## src/rtl/ir_pkg.sv

```systemverilog
// ---------------------------------------------------------------------------
// ir_pkg
// Shared constants and sizing helpers for the instruction queue register.
//   OPCODE_NOP      : opcode loaded into the IR for a bubble
//   EXT_OPCODE_DEF  : default opcode marking an extended-operand instruction
//   data_width()    : operand field width (INSTR_W - OPCODE_W)
//   count_width()   : occupancy counter width, able to hold 0..DEPTH
// ---------------------------------------------------------------------------
package ir_pkg;

  localparam logic [3:0] OPCODE_NOP     = 4'h0;
  localparam logic [3:0] EXT_OPCODE_DEF = 4'hF;

  function automatic int data_width(input int instr_w, input int opcode_w);
    return instr_w - opcode_w;
  endfunction

  function automatic int count_width(input int depth);
    return $clog2(depth) + 1;
  endfunction

endpackage

```

## src/rtl/ir_fifo.sv

```systemverilog
// ---------------------------------------------------------------------------
// ir_fifo
// Circular prefetch buffer with read/write pointers and an occupancy count.
// Exposes the head word and, when IR_EXT_OPERAND_EN is defined, the word
// behind it so the consumer can take a two-word instruction in one pop.
//   clock, reset : rising-edge clock, asynchronous active-high reset
//   flush        : synchronous clear of pointers and count
//   push         : write data_in at the write pointer (caller qualifies it)
//   data_in      : word to write
//   pop_n        : number of words to pop this cycle (0, 1 or 2)
//   head         : word at the read pointer
//   head_next    : word at read pointer + 1 (IR_EXT_OPERAND_EN only)
//   count        : current occupancy
//   ready        : count < DEPTH, from the registered count
// ---------------------------------------------------------------------------
module ir_fifo #(
  parameter int W     = 8,
  parameter int DEPTH = 4,
  localparam int AW   = $clog2(DEPTH),
  localparam int CW   = AW + 1
) (
  input  logic          clock,
  input  logic          reset,
  input  logic          flush,
  input  logic          push,
  input  logic [W-1:0]  data_in,
  input  logic [1:0]    pop_n,
  output logic [W-1:0]  head,
`ifdef IR_EXT_OPERAND_EN
  output logic [W-1:0]  head_next,
`endif
  output logic [CW-1:0] count,
  output logic          ready
);

  logic [W-1:0]  mem [DEPTH];
  logic [AW-1:0] wr_ptr;
  logic [AW-1:0] rd_ptr;

  // Storage carries no reset; only pointers and count define what is valid.
  always_ff @(posedge clock) begin
    if (push) mem[wr_ptr] <= data_in;
  end

  // Pointers wrap naturally because DEPTH is a power of two.
  always_ff @(posedge clock or posedge reset) begin
    if (reset) begin
      wr_ptr <= '0;
      rd_ptr <= '0;
      count  <= '0;
    end else if (flush) begin
      wr_ptr <= '0;
      rd_ptr <= '0;
      count  <= '0;
    end else begin
      wr_ptr <= wr_ptr + AW'(push);
      rd_ptr <= rd_ptr + AW'(pop_n);
      count  <= count + CW'(push) - CW'(pop_n);
    end
  end

  assign head      = mem[rd_ptr];
`ifdef IR_EXT_OPERAND_EN
  assign head_next = mem[rd_ptr + AW'(1)];
`endif
  assign ready     = (count < CW'(DEPTH));

endmodule

```

## src/rtl/instruction_queue_register.sv

```systemverilog
// ---------------------------------------------------------------------------
// instruction_queue_register
// Instruction register fed by a DEPTH-entry prefetch queue. Memory pushes
// words via instr_valid/instr_ready; each load_ir splits the head word into
// opcode/data_out, or inserts a NOP bubble when no complete instruction is
// queued. Optional feature macro IR_EXT_OPERAND_EN: an EXT_OPCODE head needs
// two queued words and loads its second word into ext_data.
//
// Handshake: a word transfers on a rising edge where instr_valid and
// instr_ready are both high; instr_ready depends only on the registered count
// (never on this cycle's pop), and flush in the same cycle drops the word.
//
//   clock, reset  : rising-edge clock, asynchronous active-high reset
//   instr_in      : instruction word from memory
//   instr_valid   : instr_in valid
//   instr_ready   : queue can accept a word (count < DEPTH)
//   load_ir       : controller request to load the next instruction
//   flush         : synchronous clear of queue and IR
//   opcode        : registered opcode field
//   data_out      : registered operand field
//   ext_data      : registered extended operand (0 unless feature enabled)
//   ir_valid      : IR holds a real instruction, not a bubble
//   count         : queue occupancy
// ---------------------------------------------------------------------------
module instruction_queue_register
  import ir_pkg::*;
#(
  parameter int                    INSTR_W    = 8,
  parameter int                    OPCODE_W   = 4,
  parameter int                    DEPTH      = 4,
  parameter logic [OPCODE_W-1:0]   EXT_OPCODE = EXT_OPCODE_DEF,
  localparam int                   DATA_W     = data_width(INSTR_W, OPCODE_W),
  localparam int                   CW         = count_width(DEPTH)
) (
  input  logic                clock,
  input  logic                reset,
  input  logic [INSTR_W-1:0]  instr_in,
  input  logic                instr_valid,
  output logic                instr_ready,
  input  logic                load_ir,
  input  logic                flush,
  output logic [OPCODE_W-1:0] opcode,
  output logic [DATA_W-1:0]   data_out,
  output logic [INSTR_W-1:0]  ext_data,
  output logic                ir_valid,
  output logic [CW-1:0]       count
);

  logic [INSTR_W-1:0] head;
  logic               push;
  logic               complete;
  logic [1:0]         pop_n;
  logic [OPCODE_W-1:0] head_op;

  assign push    = instr_valid && instr_ready && !flush;
  assign head_op = head[INSTR_W-1:DATA_W];

`ifdef IR_EXT_OPERAND_EN
  logic [INSTR_W-1:0] head_next;
  logic               is_ext;

  // An extended instruction is only loadable once its operand word is queued.
  assign is_ext   = (head_op == EXT_OPCODE);
  assign complete = is_ext ? (count >= CW'(2)) : (count != '0);
  assign pop_n    = (load_ir && !flush && complete) ? (is_ext ? 2'd2 : 2'd1) : 2'd0;
`else
  assign complete = (count != '0);
  assign pop_n    = (load_ir && !flush && complete) ? 2'd1 : 2'd0;
`endif

  ir_fifo #(
    .W     (INSTR_W),
    .DEPTH (DEPTH)
  ) u_fifo (
    .clock     (clock),
    .reset     (reset),
    .flush     (flush),
    .push      (push),
    .data_in   (instr_in),
    .pop_n     (pop_n),
    .head      (head),
`ifdef IR_EXT_OPERAND_EN
    .head_next (head_next),
`endif
    .count     (count),
    .ready     (instr_ready)
  );

  always_ff @(posedge clock or posedge reset) begin
    if (reset) begin
      opcode   <= OPCODE_W'(OPCODE_NOP);
      data_out <= '0;
      ir_valid <= 1'b0;
    end else if (flush) begin
      opcode   <= OPCODE_W'(OPCODE_NOP);
      data_out <= '0;
      ir_valid <= 1'b0;
    end else if (load_ir) begin
      if (complete) begin
        opcode   <= head_op;
        data_out <= head[DATA_W-1:0];
        ir_valid <= 1'b1;
      end else begin
        opcode   <= OPCODE_W'(OPCODE_NOP);
        data_out <= '0;
        ir_valid <= 1'b0;
      end
    end
  end

`ifdef IR_EXT_OPERAND_EN
  always_ff @(posedge clock or posedge reset) begin
    if (reset) begin
      ext_data <= '0;
    end else if (flush) begin
      ext_data <= '0;
    end else if (load_ir) begin
      ext_data <= (complete && is_ext) ? head_next : '0;
    end
  end
`else
  assign ext_data = '0;
`endif

endmodule
```

## config.mk

```make
export PLATFORM = sky130hd
export DESIGN_NAME = instruction_queue_register
export DESIGN_NICKNAME = d
export VERILOG_FILES = /design/src/rtl/ir_pkg.sv /design/src/rtl/ir_fifo.sv /design/src/rtl/instruction_queue_register.sv
export SDC_FILE = /design/constraint.sdc
export NUM_CORES = 1
export LEC_CHECK = 0
export ABC_AREA = 1
export BUFFER_PORTS_ARGS = -buffer_cell sky130_fd_sc_hd__buf_2
export CORE_MARGIN = 3
export CORE_UTILIZATION = 60
export CTS_BUF_LIST = sky130_fd_sc_hd__clkbuf_8
export DETAILED_ROUTE_END_ITERATION = 10
export GPL_ROUTABILITY_DRIVEN = 0
export HOLD_SLACK_MARGIN = 0.15
export PLACE_DENSITY = 0.84
export SYNTH_ARGS = -nofsm -noshare
export SYNTH_HDL_FRONTEND = slang
export SYNTH_SLANG_ARGS = --single-unit
```

## constraint.sdc

```tcl
create_clock -name clock -period 4 [get_ports clock]
set_clock_uncertainty 0.15 [all_clocks]
set_input_delay 0.4 -clock clock [delete_from_list [all_inputs] [get_ports clock]]
set_output_delay 0.4 -clock clock [all_outputs]
set_load 0.01 [all_outputs]
```

==> impl_metrics.json <==
{
  "outcome": "finished, final reports clean",
  "cts.sinks": 48,
  "antenna_left": 0,
  "criticalPathCategory": "reg -> reg",
  "antenna_found_initial": 0,
  "postSynthCellCount": 218,
  "crit_slowest_cell": "dfrtp_1",
  "clock_latency_ns": 0.30,
  "final_common_cell": "nand2_1",
  "ios": 34,
  "grt_max_degree": 19,
  "rows": 21,
  "nFillCells": 264,
  "routedWlPerCell_um": 11.9,
  "synth_seq_cells": 48,
  "worst_slew_pin_slew_ns": 0.649,
  "grt_setup_unrepaired": "no",
  "slew_violations": 0,
  "finalCritPeriodShare_pct": 53.8,
  "drc": 0,
  "multiInputGateArea_um2": 566,
  "crit_path_end_kind": "flip-flop",
  "arrival_ns": 2.24,
  "place_ws_ns": 1.73,
  "post-cts-setup-buffers": 0,
  "htreeDepth": 2,
  "hold_viol": 0,
  "grt_pass1_vias": 1324,
  "die_h_um": 66.5,
  "setup_violations": 0,
  "worstPathRequired_ns": 4.09,
  "cts-resized-gates": 0,
  "fin_setup_tns_ns": 0,
  "overflow": 0,
  "first_pass_iters": 4,
  "area_growth_pct": 10.4,
  "synth_warnings": 0,
  "start_kind": "flip-flop",
  "antenna_cells": 0,
  "worst_slack_ns": 1.85,
  "cts_tree": "done",
  "critPathMaxStageDelay_ns": 0.43,
  "postCtsHoldBufs": 1,
  "hold_class": "in -> reg",
  "async_flop_share_pct": 33.3,
  "drt-total-wl_mm": 3.53,
  "fmax_mhz": 465,
  "synthesis.area_um2": 2200,
  "synth.area.top_cells": "edfxtp_1 (44%), dfrtp_1 (18%), nand2_1 (10%), inv_1 (7.3%), nand3_1 (3.9%)",
  "final_cell_mix": "nand2_1 (59), inv_1 (43), edfxtp_1 (32)",
  "vias_per_cell": 4.72,
  "path_cells": "nor2_1 -> a21oi_4 -> ha_1 -> inv_1 -> ha_1 -> inv_1 -> fa_1 -> nand2_1 -> nand2_1 -> nor2_1",
  "grt_pass1_wl_mm": 6.07,
  "drv_cap": 0,
  "power.leakage_nw": 1.24,
  "synth.distinct_cells": 24,
  "fin_util_pct": 70.6,
  "cts_buffers": 5,
  "drive_gt1_share_pct": 20.4,
  "ys_seq_area_share_pct": 61.9,
  "grt_usage_pct": 19.2,
  "synth_area_per_cell_um2": 10.1,
  "drt-initial-drc-count": 88,
  "worst-path-max-fanout": 11,
  "nNetsFinal": 267,
  "initial_utilization_pct": 63.9,
  "die_w_um": 66.5,
  "cts_root_buffer": "clkbuf_8",
  "synth_top_cell_by_area": "edfxtp_1",
  "synth_top_cell_area_share_pct": 43.7,
  "synth_edf_count": 32,
  "ir_drop_mv": 0.333,
  "seqCellArea_um2": 1360,
  "port_buffers": 25,
  "dieArea_um2": 4430,
  "slew_headroom_pct": 56.8,
  "synth_ff_type": "edfxtp_1",
  "min_period_ns": 2.15,
  "hpwl_mm": 2.45,
  "core-area_um2": 3440,
  "dr_total_vias": 1397,
  "p_per_area_nw_per_um2": 476,
  "cts.clk_slew.worst_paths_ns": 0.09,
  "cts.path.max_buffers": 2
}
==> cell families (layout without fill, tap and decap cells) <==
logic type | count (synthesis) | count (layout) | synth area share [%]
AO/OA/AOI/OAI | 4 | 4 | 1.54
AND/OR/NAND/NOR | 99 | 99 | 19.2
buffers and inverters | 60 | 85 | 13.6
XOR/XNOR | 1 | 1 | 0.398
adder cells (fa/ha/maj) | 5 | 5 | 3.19
flip-flops | 48 | 48 | 61.9
other | 1 | 8 | 0.170
==> critical path, delay by kind of cell (launching register included) <==
family                   cells  cell delay, ns
buffers and inverters        2            0.11
adder cells (fa/ha/maj)      3            0.79
AO/OA/AOI/OAI                1            0.15
flip-flops                   1            0.43
AND/OR/NAND/NOR              4            0.45
==> flip-flops by register name, indices dropped and copies added (netlist names) <==
name / cells
u_fifo.count: 3
opcode: 4
u_fifo.mem: 32
data_out: 4
ir_valid: 1
u_fifo.rd_ptr: 2
u_fifo.wr_ptr: 2
==> per-stage QoR <==
| step | hold slack, ns | instance area, um2 | power, mW | instances |
|---|---|---|---|---|
| 6_report | 0.163 | 2430 | 1.16 | 296 |
| 2_1_floorplan | 0.164 | 2230 | 0.816 | 225 |
| 3_5_place_dp | 0.320 | 2330 | 0.879 | 287 |
| 3_3_place_gp | 0.308 | 2330 | 0.868 | 287 |
| 5_1_grt | 0.159 | 2430 | 1.23 | 296 |
| 4_1_cts | 0.150 | 2430 | 1.17 | 296 |
==> path summary, 6_finish.rpt <==
check	from	end	slack, ns	cells after the start
min reg2reg	opcode[0]	opcode[0]	0.34	2
min in group asynchronous	reset	ir_valid	0.55	3
max	u_fifo.count[1]	u_fifo.count[2]	1.85	10
min	instr_in[7]	u_fifo.mem[0][7]	0.16	1
max reg2reg	u_fifo.count[1]	u_fifo.count[2]	1.85	10
max in group asynchronous	reset	data_out[3]	2.76	3
==> report_power, final <==
part | total [mW] | switching (mW) | internal, mW
Clock | 0.288 | 0.150 | 0.138
Combinational | 0.252 | 0.158 | 0.0949
Sequential | 0.617 | 0.0397 | 0.577
==> Yosys cell counts, types with 2 or more instances <==
cell	number
buf_4	10
buf_6	2
dfrtp_1	16
edfxtp_1	32
ha_1	4
inv_1	43
nand2_1	59
nand2_2	9
nand3_1	17
nor2_1	9
nor3_1	4
==> area by class of cell <==
cell class | instances | share of cell area [%]
Tap cell | 46 | 2.37
Clock buffer | 6 | 3.40
Clock inverter | 2 | 0.412
Sequential cell | 48 | 56.1
Timing Repair Buffer | 30 | 6.80
Inverter | 47 | 7.68
Multi-Input combinational cell | 117 | 23.3
==> metal layers <==
metal | part of all wire (%) | wire length (um) | vias up | GRT usage (%)
li1 | - | - | 712 | -
met3 | 6.1 | 217 | 11 | 4.72
met5 | 0 | 0 | - | 0
met4 | 2.5 | 89 | 0 | 9.64
met1 | 43 | 1520 | 625 | 24.4
met2 | 48 | 1710 | 49 | 30.4
(Power assumes the default switching activity.)
